`src/rtl/sirv_plic_target_core.sv`:
```
// sirv_plic_target_core
// PLIC-side endpoint for the level-gateway handshake. Each gateway presents
// io_gw_valid. The core latches it as pending, answers with io_gw_ready
// (low while pending), and later pulses io_gw_complete when the hart
// completes that source.
// Pending, enabled sources whose priority is above the threshold are
// arbitrated: the highest priority wins and ties go to the lowest ID. The
// winner is registered every cycle. That registered winner drives io_irq
// and io_claim_id.
//
// Ports:
//   clock, reset        rising-edge clock, synchronous active-high reset
//   io_gw_valid         per-source interrupt request from the gateways
//   io_gw_ready         per-source ready back to the gateways (~pending)
//   io_gw_complete      registered one-cycle completion pulse per source
//   io_irq              registered interrupt request to the hart
//   io_claim_rd         claim strobe; io_claim_id is the claimed ID
//   io_claim_id         registered best ID, 0 when nothing is eligible
//   io_complete_valid   completion strobe
//   io_complete_id      ID being completed
//   io_cfg_we/addr/wdata  config write port:
//                         0 = threshold, 1..NUM_SRC = priority,
//                         NUM_SRC+1 = enable bitmap
//   io_cfg_rdata        combinational config read, zero-extended

module sirv_plic_target_core #(
   parameter int NUM_SRC = 8,
   parameter int ID_W    = 4,
   parameter int PRIO_W  = 3,
   parameter int CFG_AW  = 6
) (
   input  logic              clock,
   input  logic              reset,
   input  logic [NUM_SRC-1:0] io_gw_valid,
   output logic [NUM_SRC-1:0] io_gw_ready,
   output logic [NUM_SRC-1:0] io_gw_complete,
   output logic              io_irq,
   input  logic              io_claim_rd,
   output logic [ID_W-1:0]   io_claim_id,
   input  logic              io_complete_valid,
   input  logic [ID_W-1:0]   io_complete_id,
   input  logic              io_cfg_we,
   input  logic [CFG_AW-1:0] io_cfg_addr,
   input  logic [31:0]       io_cfg_wdata,
   output logic [31:0]       io_cfg_rdata
);

   logic [NUM_SRC-1:0] pending_q, pending_d;
   logic [NUM_SRC-1:0] enable_q, enable_d;
   logic [PRIO_W-1:0]  prio_q [NUM_SRC];
   logic [PRIO_W-1:0]  prio_d [NUM_SRC];
   logic [PRIO_W-1:0]  threshold_q, threshold_d;
   logic [ID_W-1:0]    best_id_q, best_id_d;
   logic [PRIO_W-1:0]  best_prio_q, best_prio_d;
   logic               irq_q, irq_d;
   logic [NUM_SRC-1:0] gw_complete_q, gw_complete_d;

   logic               claim_fire;
   logic [NUM_SRC-1:0] claim_mask;
   logic [NUM_SRC-1:0] eligible;
   logic               win_found;

   // best_prio_q is kept for visibility of the arbitration result.
   // Only the low bits of the config write data are meaningful.
   logic unused_ok;
   assign unused_ok = ^{io_cfg_wdata, best_prio_q};

   assign io_gw_ready    = ~pending_q;
   assign io_gw_complete = gw_complete_q;
   assign io_irq         = irq_q;
   assign io_claim_id    = best_id_q;

   // Claim takes the registered winner. The claimed source is masked out of
   // this edge's arbitration, so the winner registered at the same edge can
   // never present the just-claimed ID a second time.
   always_comb begin
      claim_fire = io_claim_rd && (best_id_q != '0);
      claim_mask = '0;
      for (int i = 0; i < NUM_SRC; i++) begin
         if (claim_fire && (best_id_q == ID_W'(i + 1))) begin
            claim_mask[i] = 1'b1;
         end
      end
   end

   // Pending capture and clear. A handshake only completes while ready
   // (~pending) is high, so a source being claimed cannot be recaptured at
   // the same edge. The gateway re-presents it one cycle later.
   always_comb begin
      pending_d = (pending_q & ~claim_mask) | (io_gw_valid & ~pending_q);
   end

   // Arbitration over eligible sources. The strict '>' keeps the earliest
   // (lowest ID) source on a priority tie. Priority 0 can never exceed the
   // threshold, so a zero priority is never eligible.
   always_comb begin
      best_id_d   = '0;
      best_prio_d = '0;
      win_found   = 1'b0;
      eligible    = '0;
      for (int i = 0; i < NUM_SRC; i++) begin
         eligible[i] = pending_q[i] && enable_q[i] && !claim_mask[i] &&
                       (prio_q[i] > threshold_q);
         if (eligible[i] && (!win_found || (prio_q[i] > best_prio_d))) begin
            win_found   = 1'b1;
            best_id_d   = ID_W'(i + 1);
            best_prio_d = prio_q[i];
         end
      end
      irq_d = win_found;
   end

   // Completion pulse decode. IDs outside 1..NUM_SRC match no bit and are
   // therefore ignored.
   always_comb begin
      gw_complete_d = '0;
      for (int i = 0; i < NUM_SRC; i++) begin
         if (io_complete_valid && (io_complete_id == ID_W'(i + 1))) begin
            gw_complete_d[i] = 1'b1;
         end
      end
   end

   // Config write decode. Values are truncated to the field widths, and
   // writes to unmapped addresses fall through with no effect.
   always_comb begin
      threshold_d = threshold_q;
      enable_d    = enable_q;
      for (int i = 0; i < NUM_SRC; i++) begin
         prio_d[i] = prio_q[i];
      end
      if (io_cfg_we) begin
         if (io_cfg_addr == CFG_AW'(0)) begin
            threshold_d = io_cfg_wdata[PRIO_W-1:0];
         end
         if (io_cfg_addr == CFG_AW'(NUM_SRC + 1)) begin
            enable_d = io_cfg_wdata[NUM_SRC-1:0];
         end
         for (int i = 0; i < NUM_SRC; i++) begin
            if (io_cfg_addr == CFG_AW'(i + 1)) begin
               prio_d[i] = io_cfg_wdata[PRIO_W-1:0];
            end
         end
      end
   end

   // Config read mux. It is zero-extended, and unmapped addresses read 0.
   always_comb begin
      io_cfg_rdata = '0;
      if (io_cfg_addr == CFG_AW'(0)) begin
         io_cfg_rdata = 32'(threshold_q);
      end
      if (io_cfg_addr == CFG_AW'(NUM_SRC + 1)) begin
         io_cfg_rdata = 32'(enable_q);
      end
      for (int i = 0; i < NUM_SRC; i++) begin
         if (io_cfg_addr == CFG_AW'(i + 1)) begin
            io_cfg_rdata = 32'(prio_q[i]);
         end
      end
   end

   // State registers. Reset clears everything on this side only. The
   // gateways hold their own in-flight state and need the same reset.
   always_ff @(posedge clock) begin
      if (reset) begin
         pending_q     <= '0;
         enable_q      <= '0;
         threshold_q   <= '0;
         best_id_q     <= '0;
         best_prio_q   <= '0;
         irq_q         <= 1'b0;
         gw_complete_q <= '0;
         for (int i = 0; i < NUM_SRC; i++) begin
            prio_q[i] <= '0;
         end
      end else begin
         pending_q     <= pending_d;
         enable_q      <= enable_d;
         threshold_q   <= threshold_d;
         best_id_q     <= best_id_d;
         best_prio_q   <= best_prio_d;
         irq_q         <= irq_d;
         gw_complete_q <= gw_complete_d;
         for (int i = 0; i < NUM_SRC; i++) begin
            prio_q[i] <= prio_d[i];
         end
      end
   end

endmodule

```
`config.mk`:
```
export PLATFORM = sky130hd
export DESIGN_NAME = sirv_plic_target_core
export DESIGN_NICKNAME = d
export VERILOG_FILES = /design/src/rtl/sirv_plic_target_core.sv
export SDC_FILE = /design/constraint.sdc
export NUM_CORES = 1
export LEC_CHECK = 0
export ABC_AREA = 1
export ABC_CLOCK_PERIOD_IN_PS = 10910
export CAP_MARGIN = 20
export CORE_AREA = 2 2 89 100
export CTS_CLUSTER_DIAMETER = 60
export DETAILED_ROUTE_END_ITERATION = 7
export DIE_AREA = 0 0 91 102
export PLACE_DENSITY = 0.93
export SYNTH_ARGS = -nofsm -noshare
export SYNTH_HDL_FRONTEND = slang
export SYNTH_SLANG_ARGS = --single-unit
```
`constraint.sdc`:
```
create_clock -name clock -period 10.91 [get_ports clock]
set_clock_uncertainty 0.1 [all_clocks]
set_input_delay 1.091 -clock clock [delete_from_list [all_inputs] [get_ports clock]]
set_output_delay 1.091 -clock clock [all_outputs]
set_load 0.02 [all_outputs]
```
---- Word-level counts from Yosys, hierarchy flattened ----
Memory sizes are Yosys's and may differ from the RTL's.
Cells that the tools add are included.
cells by class
  equality and inequality tests ........... 25
  reduce and logical (&&, ||, !) cells .... 75
  magnitude comparators ................... 15
  bitwise logic cells ..................... 13
  mux-type cells .......................... 69
operators by type and width
  kind                                                              number
  32-bit two-way mux                                                9
  3-bit two-way mux                                                 24
  1-bit logical AND                                                 48
  3-bit greater-than comparator                                     15
  4-bit by 3-bit == test with 1-bit output (second input constant)  8
  1-bit two-way mux                                                 28
  4-bit two-way mux                                                 7
  6-bit by 3-bit == test with 1-bit output (second input constant)  4
  24-bit two-way mux                                                1
  8-bit bitwise AND                                                 2
  4-bit by 2-bit == test with 1-bit output (second input constant)  4
  8-bit inverter                                                    2
  1-bit zero test                                                   15
  6-bit by 2-bit == test with 1-bit output (second input constant)  2
  6-bit by 4-bit == test with 1-bit output (second input constant)  2
  4-bit by 1-bit == test with 1-bit output (second input constant)  2
  4-bit == test (second input constant)                             2
  1-bit OR                                                          8
  8-bit OR                                                          1
  1-bit logical OR                                                  7
  6-bit by 1-bit == test with 1-bit output (second input constant)  1
  6-bit zero test                                                   1
  2-bit AND reduction                                               2
  4-bit nonzero test                                                1
  2-bit OR reduction                                                1
word-level totals
  bits in writable memories ............... 24
  memories ................................ 1
  register bits ........................... 32
  output and inout port bits .............. 53
  bits of input ports ..................... 55
memories
  memory  depth  width  rd ports  clocked after Yosys merged registers in  write ports  RTL line  RTL
  prio_q  8      3      8         0                                        8            50        logic [PRIO_W-1:0] prio_q [NUM_SRC];

---- Longest topological paths before layout ----
  word-level depth ........................ 36
  gate-level depth with buffers ........... 72
  gate-level depth less buffers ........... 72

---- Worst setup path after synthesis ----
Ideal clock, no wire load.
  path kind ............................... input port to flip-flop
  from .................................... input port io_claim_rd
  to ...................................... register best_id_q[0] (netlist: io_claim_id[0])
  path slack .............................. 2707 ps
  library setup time ...................... 70 ps
  cell stages on the path ................. 67
  path buffers ............................ 0
  data arrival time ....................... 8033 ps
  cell sequence ........................... nand2_1 -> nor2_1 -> nor2_2 -> nand2_2 -> nor2_1 -> inv_1 -> ha_1 -> a21oi_1 -> nand2_1 -> nand2_1 -> nand3_1 -> nand2_2 -> nand2_1 -> and2_1 -> ha_1 -> nand2_1 -> o21ai_0 -> nand2_1 -> [... 31 more ...] -> and2_1 -> ha_1 -> a21oi_1 -> o21ai_0 -> nand2_1 -> nand2_2 -> nand2_4 -> clkinv_1 -> nand2_1 -> nand2_1 -> ha_1 -> a21oi_1 -> o21ai_0 -> nand2_1 -> nand2_1 -> nand2_1 -> nand2_2 -> a21oi_1
on the way
  word-level cells in the longest chain between the ends .. 35
  elaborated cells between the ends (all ways) .. 91
ends and longest elaborated chain
  item                                                              RTL line  RTL
  from (decl)                                                       38        input logic io_claim_rd,
  1-bit logical AND (*)                                             77        claim_fire = io_claim_rd && (best_id_q != '0);
  1-bit logical AND                                                 80        if (claim_fire && (best_id_q == ID_W'(i + 1))) begin
  1-bit two-way mux                                                 80
  1-bit zero test                                                   102       eligible[i] = pending_q[i] && enable_q[i] && !claim_mask[i] &&
  1-bit logical AND (2 in a row)                                    102
  3-bit two-way mux or 1-bit two-way mux (tied branches)            104       if (eligible[i] && (!win_found || (prio_q[i] > best_prio_d))) begin
  3-bit greater-than comparator or 1-bit zero test (tied branches)  104
  1-bit logical OR                                                  104
  [... 18 more ...]                                                 -
  3-bit greater-than comparator or 1-bit zero test (tied branches)  104
  1-bit logical OR                                                  104
  1-bit logical AND                                                 104
  3-bit two-way mux or 1-bit two-way mux (tied branches)            104
  3-bit greater-than comparator or 1-bit zero test (tied branches)  104
  1-bit logical OR                                                  104
  1-bit logical AND                                                 104
  2-bit OR reduction (no source line)                               -
  to (signal assigned)                                              181       best_id_q <= best_id_d;
  to (decl)                                                         53        logic [ID_W-1:0] best_id_q, best_id_d;
Every way passes the cells marked *; elsewhere a longest branch is shown, timed or not.
A chain may end at the register's enable or synchronous reset.

---- Worst setup path after layout ----
Ends and elaborated chain as after synthesis.

==> flow_metrics.env <==
export IMPL_syn_area_um2=4070
export IMPL_place_congestion=0.895
export IMPL_timing_final_ws_setup_ns=1.20
export IMPL_ir_drop_v=0.0000609
export IMPL_syn_avg_cell_area_um2=6.74
export IMPL_regToRegSetupSlack_ns=1.39
export IMPL_start_util_pct=49.4
export IMPL_syn_inst=603
export IMPL_vias_per_cell=5.48
export IMPL_synth_distinct_cells=36
export IMPL_area_growth_pct=17.1
export IMPL_hold_buffers=0
export IMPL_clkSinkCount=56
export IMPL_slowest_delay_ns=0.49
export IMPL_gr_usage_all_layers_pct=23.4
export IMPL_holdPathStages=2
export IMPL_yosys_register_bits=56
export IMPL_grt_overflow=0
export IMPL_num_rows=35
export IMPL_crit_top_cell="nand2_1"
export IMPL_critPathLaunchType="input pin"
export IMPL_power_uw=394
export IMPL_max_slew_margin_pct=33.2
export IMPL_fmax_mhz=103
export IMPL_hold_path_class="reg2reg"
export IMPL_clkLatencyLatePin_ns=0.32
export IMPL_drive_above_1_share_pct=6.36
export IMPL_cts_tree="built"
export IMPL_cts_setup_buffers=0
export IMPL_numPortBuffers=59
export IMPL_cap_violations=0
export IMPL_final_common_cell="nand2_1"
export IMPL_period_share_pct=89.0
export IMPL_drtIter0Drc=251
export IMPL_hpwlAfterDp_mm=8.36
export IMPL_tns_ns=0
export IMPL_first_pass_iters=5
export IMPL_setup_violations=0
export IMPL_die_y_um=102
export IMPL_worstSetupEndpointType="flop"
export IMPL_die_area_um2=9280
export IMPL_fillers=737
export IMPL_die_w_um=91
export IMPL_yosysTopAreaCellShare_pct=27.6
export IMPL_grt_first_pass_wirelength_mm=17.6
export IMPL_cpMaxStageDelayCell="clkdlybuf4s50_1"
export IMPL_final_hold_viol_count=0
export IMPL_drt_antenna_violating_nets=0
export IMPL_synth_largest_area_cell="dfxtp_1"
export IMPL_status="finished clean"
export IMPL_cts_root_buf="clkbuf_8"
export IMPL_htreeDepth=2
export IMPL_required_ns=11.07
export IMPL_routedWlPerCell_um=14.4
export IMPL_ys_warn_count=0
export IMPL_ys_seq_area_share_pct=27.6
export IMPL_min_to="pending_q[4]$_SDFF_PP0_"
export IMPL_io_pins=108
export IMPL_period_needed_ns=9.71
export IMPL_final_cell_mix="106 x nand2_1, 78 x nor2_1, 76 x inv_1, 59 x clkdlybuf4s50_1, 56 x dfxtp_1"
export IMPL_crit_fanout=6
export IMPL_grt_max_degree=39
export IMPL_antenna_found_initial=0
export IMPL_power_density_nw_per_um2=82.6
export IMPL_slew_violations=0
export IMPL_criticalPathCategory="in2reg"
export IMPL_num_antenna_cells=0
export IMPL_hold_start="pending_q[4]$_SDFF_PP0_"
export IMPL_r2r_start="threshold_q[0]$_SDFFE_PP0P_"
export IMPL_drc=0
export IMPL_numCtsBuffers=5
export IMPL_clockBufferDepth=2
export IMPL_drt_wl_total_mm=11.1
export IMPL_path_clk_slew_ns=0.10
export IMPL_r2r_end="io_claim_id[0]$_SDFF_PP0_"
export IMPL_final_net_count=759
export IMPL_rsz0062_at_grt="no"
export IMPL_synthTopCellsByArea="dfxtp_1 28%, ha_1 14%, nand2_1 9.8%"
export IMPL_grt_pass1_vias=3967
export IMPL_fp_coreArea_um2=8230
export IMPL_worstPathArrival_ns=9.87
export IMPL_pre_cts_slack_ns=1.09
export IMPL_worst_slew_pin_transition_ns=1.00
export IMPL_num_vias=4223
export IMPL_cts_resized=0
export IMPL_ff2ff_path_depth=68
export IMPL_p_leak_nw=2.15
## stage by stage
stage	hold WS [ns]	util [%]	std cells	area, µm²
2_1_floorplan	0.344	-	626	4150
3_3_place_gp	0.358	56.7	763	4670
3_5_place_dp	0.368	56.7	763	4670
4_1_cts	0.382	57.9	771	4760
5_1_grt	0.415	57.9	771	4760
6_report	0.381	57.9	771	4760
## kinds of logic after synthesis
family                   count (synthesis)  synth area share, %
AO/OA/AOI/OAI                          110                 14.5
adder cells (fa/ha/maj)                 45                 13.8
buffers and inverters                  116                 13.0
flip-flops                              56                 27.6
other                                    1               0.0922
AND/OR/NAND/NOR                        275                 31.1
## worst max path at each step
stage	start	to	cells after the start
2_1_floorplan	io_claim_rd	io_claim_id[0]$_SDFF_PP0_	67
5_1_grt	io_claim_rd	io_claim_id[0]$_SDFF_PP0_	68
6_report	io_claim_rd	io_claim_id[0]$_SDFF_PP0_	68
4_1_cts	io_claim_rd	io_claim_id[0]$_SDFF_PP0_	68
3_5_place_dp	io_claim_rd	io_claim_id[0]$_SDFF_PP0_	68
3_3_place_gp	io_claim_rd	io_claim_id[0]$_SDFF_PP0_	68
## synthesized netlist by cell type
library cell  count
nor4_1            3
conb_1            1
inv_1            76
ha_1             45
nand2_1         106
nor2_1           78
buf_4            24
nand3_4           1
clkbuf_1          8
and2_1            9
o22ai_1           2
nand2_2          11
o21ai_0          50
a211oi_1          3
o21a_1            2
nor3_4            1
o211ai_1          1
nand2_4           3
o221ai_1          2
a2111oi_0         1
nand3b_1          3
nand3_1          40
dfxtp_1          56
inv_2             4
nand4_1           4
nor3_1            2
nor2_4            1
a221oi_1          1
o21ai_1           1
a21oi_1          45
buf_2             1
nor2_2           10
o2111ai_1         1
clkinv_1          3
a31oi_1           1
nand3_2           3
## final cells by class
type                       count  area, µm²  area share (%)
timing repair buffer          59        591            12.4
tap                          111        139            2.92
inverter                      83        312            6.54
multi-input combinational    454       2500            52.6
clock inverter                 2       13.8           0.289
sequential                    56       1120            23.5
clock buffer                   6       82.6            1.73
## sequential cells by signal, summed over array words and instances, names as in the netlist
signal and flops:
enable_q 8, io_claim_id 4, io_gw_complete 8, io_irq 1
pending_q 8, prio_q 24, threshold_q 3
## report_power, final
group	internal, mW	switching, mW
registers	0.208	0.00238
clock network	0.0522	0.0736
logic	0.0225	0.0348
## critical path, delay by kind of cell
| family | cells | cell delay [ns] |
|---|---|---|
| AND/OR/NAND/NOR | 42 | 4.01 |
| AO/OA/AOI/OAI | 12 | 1.56 |
| adder cells (fa/ha/maj) | 7 | 2.16 |
| buffers and inverters | 7 | 1.03 |
## metal layers
layer	routed length (µm)	vias to the layer above	share of wire, %	global-route usage [%]
li1	-	2039	-	-
met1	4400	1893	40	26.8
met2	5150	228	46	41.0
met3	996	63	9.0	4.50
met4	547	0	4.9	13.6
met5	0	-	0	0
(Power assumes the default switching activity.)
